## config.mk

```make
export PLATFORM = sky130hd
export DESIGN_NAME = sirv_gnrl_skid_buf
export DESIGN_NICKNAME = d
export VERILOG_FILES = /design/src/rtl/sirv_gnrl_skid_buf_pkg.sv /design/src/rtl/sirv_gnrl_skid_buf_ent.sv /design/src/rtl/sirv_gnrl_skid_buf.sv
export SDC_FILE = /design/constraint.sdc
export NUM_CORES = 1
export LEC_CHECK = 0
export ABC_AREA = 1
export BUFFER_PORTS_ARGS = -buffer_cell sky130_fd_sc_hd__buf_2
export CORE_MARGIN = 2
export CORE_UTILIZATION = 50
export DETAILED_ROUTE_END_ITERATION = 8
export GPL_TIMING_DRIVEN = 0
export PLACE_DENSITY_LB_ADDON = 0.08
export SLEW_MARGIN = 20
export SYNTH_ARGS = -nofsm -noshare
export SYNTH_HDL_FRONTEND = slang
export SYNTH_SLANG_ARGS = --single-unit
```

## constraint.sdc

```tcl
create_clock -name clk -period 4.1 [get_ports clk]
set_clock_uncertainty 0.1 [all_clocks]
set_input_delay 0.205 -clock clk [delete_from_list [all_inputs] [get_ports clk]]
set_output_delay 0.205 -clock clk [all_outputs]
set_load 0.05 [all_outputs]
```

## src/rtl/sirv_gnrl_skid_buf_pkg.sv

```systemverilog
// Shared definitions for the two-entry skid buffer: state encodings and bypass configuration.
// The optional zero-latency bypass is enabled by defining SIRV_SKID_BUF_BYPASS_EN.
package sirv_gnrl_skid_buf_pkg;

    typedef enum logic [1:0] {
        SKID_ST_EMPTY = 2'd0,
        SKID_ST_ONE   = 2'd1,
        SKID_ST_FULL  = 2'd2
    } skid_st_e;

`ifdef SIRV_SKID_BUF_BYPASS_EN
    localparam bit SKID_BYPASS_EN = 1'b1;
`else
    localparam bit SKID_BYPASS_EN = 1'b0;
`endif

endpackage

```

## src/rtl/sirv_gnrl_skid_buf_ent.sv

```systemverilog
// One storage entry of the skid buffer: DW-wide register with load enable,
// asynchronously cleared to zero.
module sirv_skid_buf_ent #(
    parameter int DW = 32
) (
    input  logic          clk,
    input  logic          rst_n,
    input  logic          i_en,
    input  logic [DW-1:0] i_d,
    output logic [DW-1:0] o_q
);

    logic [DW-1:0] r_q;

    always_ff @(posedge clk or negedge rst_n) begin
        if (!rst_n) begin
            r_q <= '0;
        end else if (i_en) begin
            r_q <= i_d;
        end
    end

    assign o_q = r_q;

endmodule

```

## src/rtl/sirv_gnrl_skid_buf.sv

```systemverilog
// Two-entry valid/ready skid buffer cutting all combinational paths between the handshakes.
// Define SIRV_SKID_BUF_BYPASS_EN to forward i_dat straight to o_dat when empty and o_rdy is high.
//
// Handshake: a transfer happens on a clock edge where valid and ready are both high;
// i_vld while !i_rdy is ignored, o_rdy may change at any time, and o_dat is stable
// from the rise of o_vld until the output transfers.
module sirv_gnrl_skid_buf
    import sirv_gnrl_skid_buf_pkg::*;
#(
    parameter int DW = 32
) (
    input  logic          clk,
    input  logic          rst_n,
    input  logic          i_vld,
    output logic          i_rdy,
    input  logic [DW-1:0] i_dat,
    output logic          o_vld,
    input  logic          o_rdy,
    output logic [DW-1:0] o_dat,
    output logic [1:0]    o_cnt
);

    skid_st_e      r_state;
    skid_st_e      w_state_nxt;
    logic          w_head_en;
    logic          w_skid_en;
    logic          w_head_from_skid;
    logic [DW-1:0] w_head_d;
    logic [DW-1:0] w_head_q;
    logic [DW-1:0] w_skid_q;
    logic          w_vld_reg;
    logic          w_i_xfer;
    logic          w_o_xfer;
    logic          w_bypass;

    // Flags decode the state register only, so neither handshake sees the other combinationally.
    assign i_rdy     = (r_state != SKID_ST_FULL);
    assign w_vld_reg = (r_state == SKID_ST_ONE) || (r_state == SKID_ST_FULL);
    assign w_i_xfer  = i_vld & i_rdy;
    assign w_o_xfer  = w_vld_reg & o_rdy;
    assign w_bypass  = SKID_BYPASS_EN && (r_state == SKID_ST_EMPTY) && i_vld && o_rdy;

    always_comb begin
        w_state_nxt      = r_state;
        w_head_en        = 1'b0;
        w_skid_en        = 1'b0;
        w_head_from_skid = 1'b0;
        case (r_state)
            SKID_ST_EMPTY: begin
                if (w_i_xfer && !w_bypass) begin
                    w_state_nxt = SKID_ST_ONE;
                    w_head_en   = 1'b1;
                end
            end
            SKID_ST_ONE: begin
                if (w_i_xfer && !w_o_xfer) begin
                    w_state_nxt = SKID_ST_FULL;
                    w_skid_en   = 1'b1;
                end else if (w_i_xfer && w_o_xfer) begin
                    w_head_en   = 1'b1;
                end else if (w_o_xfer) begin
                    w_state_nxt = SKID_ST_EMPTY;
                end
            end
            SKID_ST_FULL: begin
                if (w_o_xfer) begin
                    w_state_nxt      = SKID_ST_ONE;
                    w_head_en        = 1'b1;
                    w_head_from_skid = 1'b1;
                end
            end
            default: w_state_nxt = SKID_ST_EMPTY;
        endcase
    end

    always_ff @(posedge clk or negedge rst_n) begin
        if (!rst_n) begin
            r_state <= SKID_ST_EMPTY;
        end else begin
            r_state <= w_state_nxt;
        end
    end

    assign w_head_d = w_head_from_skid ? w_skid_q : i_dat;

    sirv_skid_buf_ent #(.DW(DW)) u_head (
        .clk   (clk),
        .rst_n (rst_n),
        .i_en  (w_head_en),
        .i_d   (w_head_d),
        .o_q   (w_head_q)
    );

    sirv_skid_buf_ent #(.DW(DW)) u_skid (
        .clk   (clk),
        .rst_n (rst_n),
        .i_en  (w_skid_en),
        .i_d   (i_dat),
        .o_q   (w_skid_q)
    );

`ifdef SIRV_SKID_BUF_BYPASS_EN
    assign o_vld = w_bypass ? i_vld : w_vld_reg;
    assign o_dat = w_bypass ? i_dat : w_head_q;
`else
    assign o_vld = w_vld_reg;
    assign o_dat = w_head_q;
`endif

    // The state encoding doubles as the occupancy count.
    assign o_cnt = r_state;

endmodule
```

==> flow_summary.yaml <==
status:
  status: "finished, final reports clean"
yosys:
  yosys.area.top_type: "dfrtp_1"
  synth_cells: 382
  syn-cell-area_um2: 3120
  synth_top_cell_area_share_pct: 52.9
  yosys-top-cells-area: "dfrtp_1 (53%), nand2_1 (17%), nand3_1 (5.8%)"
  syn-num-nets: 422
  ys_warn_count: 0
  avgSynthCellArea_um2: 8.18
  ys_seq_elements: 66
  synth_cell_types: 19
  seq_area_frac_synth_pct: 52.9
placed_design:
  dpl.hpwl_um: 4980
  place.gp.congestion: 0.816
  port_buffers: 71
  post_dp_cell_area_um2: 3600
clock_tree:
  h-tree-depth: 3
  clock-root-buffer: "clkbuf_8"
  cts_tree: "built"
  clock_sinks: 66
  cts_setup_buffers: 0
  ctsResizeCount: 0
  cts_max_path_buffers: 2
  path_clk_slew_ns: 0.07
  insertion_delay_ns: 0.33
  cts_buffers: 9
timing:
  slew_headroom_pct: 62.8
  tightest_slew_ns: 0.558
  post-route-period-util_pct: 45.0
  fmax_ghz: 0.541
  period_minus_slack_ns: 1.85
  hold-worst-slack_ns: 0.0103
  setup_tns_ns: 0
  setup-violations-final: 0
  rsz0062_at_grt: "false"
  final_max_slew_viol_count: 0
  hold_viol: 0
cells_and_area:
  mostFrequentLayoutCells: "nand2_1 (140), buf_2 (72), dfrtp_1 (66), inv_1 (37)"
  diodes: 0
  nets: 521
  synthToLayoutAreaGrowth_pct: 26.6
  design_area_um2: 3950
  layout-drive-gt1-share_pct: 22.6
  mostFrequentLayoutCell: "nand2_1"
floorplanning:
  num_rows: 28
  die_h_um: 83.0
  dieWidth_um: 83.0
  io_pins: 72
  core_area_um2: 5990
  initial_core_util_pct: 52.2
  die_area_um2: 6900
worst_setup_path:
  cp_max_fo: 10
  cpMaxStageDelayCell: "dfrtp_1"
  max_stage_delay_ns: 0.42
  cp_common_cell: "nand2_1"
  worst_r2r_path_depth: 8
  cp.arrival_ns: 1.95
  start_kind: "flop"
  crit_required_ns: 4.21
  cp_top_family: "buffers and inverters"
  cp_cell_sequence: "inv_1 -> ha_1 -> nand2_1 -> nand2_1 -> nor2_2 -> buf_6 -> buf_2 -> o21ai_0"
  worstSetupEndpointType: "flop"
  critical_path_buf_inv_count: 3
  critical_path_class: "flop to flop"
  crit_cells: 8
power_and_ir_drop:
  irDropWorstVdd_uv: 547
  p_leak_nw: 2.16
  total_power_mw: 3.55
  p_per_area_nw_per_um2: 897
drt:
  drc: 0
  viasPerCell: 4.89
  drt_iter0_drc: 191
  vias: 2743
  first_pass_iters: 5
  wirelength_um: 7190
  drtAntennaViolNets: 0
  wl_per_cell_um: 12.8
grt:
  antenna_found_initial: 0
  grt_pass1_vias: 2615
  grt.overflow.total: 0
  grt.total_usage_pct: 22.0
  grt_first_pass_wirelength_um: 12300
  grt_max_degree: 38
run:
  maxCapViolations: 0
hold_path:
  holdPathStages: 3
  min_path_type: "input port to flop"
## layer usage
metal  wire length (µm)  part of all wire [%]  track usage (%)  vias to the layer above
met5                  0                     0                0                        -
met3                372                   5.2             4.77                       10
met2               3280                    46             34.2                       90
li1                   -                     -                -                     1393
met4                 97                   1.3             7.15                        0
met1               3440                    48             30.9                     1250
## area by class of cell
cell class / instances / area [µm²]
Timing Repair Buffer: 88 / 538
Clock buffer: 14 / 163
Tap cell: 75 / 93.8
Fill cell: 532 / 2040
Clock inverter: 2 / 35.0
Multi-Input combinational cell: 253 / 1130
Inverter: 40 / 150
Sequential cell: 66 / 1650
Buffer: 23 / 191
## kinds of logic (layout without fill, tap and decap cells)
family          count (synthesis)  in the layout  share of synthesized area, %
fa+ha+maj                       4              4                          1.60
simple gates                  184            184                          24.2
compound gates                 65             65                          10.4
flops                          66             66                          52.9
buf+inv                        63            167                          10.9
## metrics by stage
stage	util [%]	std cells	setup slack, ns
after floorplan	-	382	1.79
after global placement	59.6	528	2.30
after detailed placement	60.0	529	2.25
after CTS	65.7	559	2.23
after global routing	66.0	561	2.10
final	66.0	561	2.25
## power by group
part | internal, mW | switching [mW] | total (mW)
Sequential | 0.975 | 0.120 | 1.10
Combinational | 0.532 | 1.36 | 1.89
Clock | 0.315 | 0.244 | 0.558
Total | 1.82 | 1.72 | 3.55
## worst register-to-register path: stages, from the launching register on
cell	delay [ns]
dfrtp_1	0.42
inv_1	0.08
ha_1	0.33
nand2_1	0.10
nand2_1	0.08
nor2_2	0.12
buf_6	0.17
buf_2	0.22
o21ai_0	0.11
## synthesized netlist by cell type, drive strengths merged
| cell type | instances |
|---|---|
| buf | 19 |
| nor2 | 5 |
| clkbuf | 4 |
| dfrtp | 66 |
| nand3 | 36 |
| o21ai | 64 |
| nand2 | 143 |
| clkinv | 2 |
| ha | 4 |
| a21oi | 1 |
| inv | 38 |
## path summary, 6_finish.rpt
path                            slack [ns]              to           from
worst max-delay path                  2.25  u_skid.o_q[14]       o_cnt[0]
worst min-delay path                  0.01   u_skid.o_q[2]       i_dat[2]
worst max register to register        2.25  u_skid.o_q[14]       o_cnt[0]
worst min register to register        0.36   u_head.o_q[7]  u_head.o_q[7]
max in group asynchronous             3.12   u_head.o_q[7]          rst_n
min in group asynchronous             0.24  u_head.o_q[17]          rst_n
## timing repair
| item | in CTS | in global routing |
|---|---|---|
| endpoints found under the hold margin | 42 | 2 |
| hold buffers | 14 | 2 |
| setup endpoints to repair | 0 | 0 |
## sequential cells by signal (all words and copies together) (netlist names)
register / cells
o_cnt: 2
u_skid.o_q: 32
u_head.o_q: 32
Note: power is estimated with default switching activity, not from simulation.
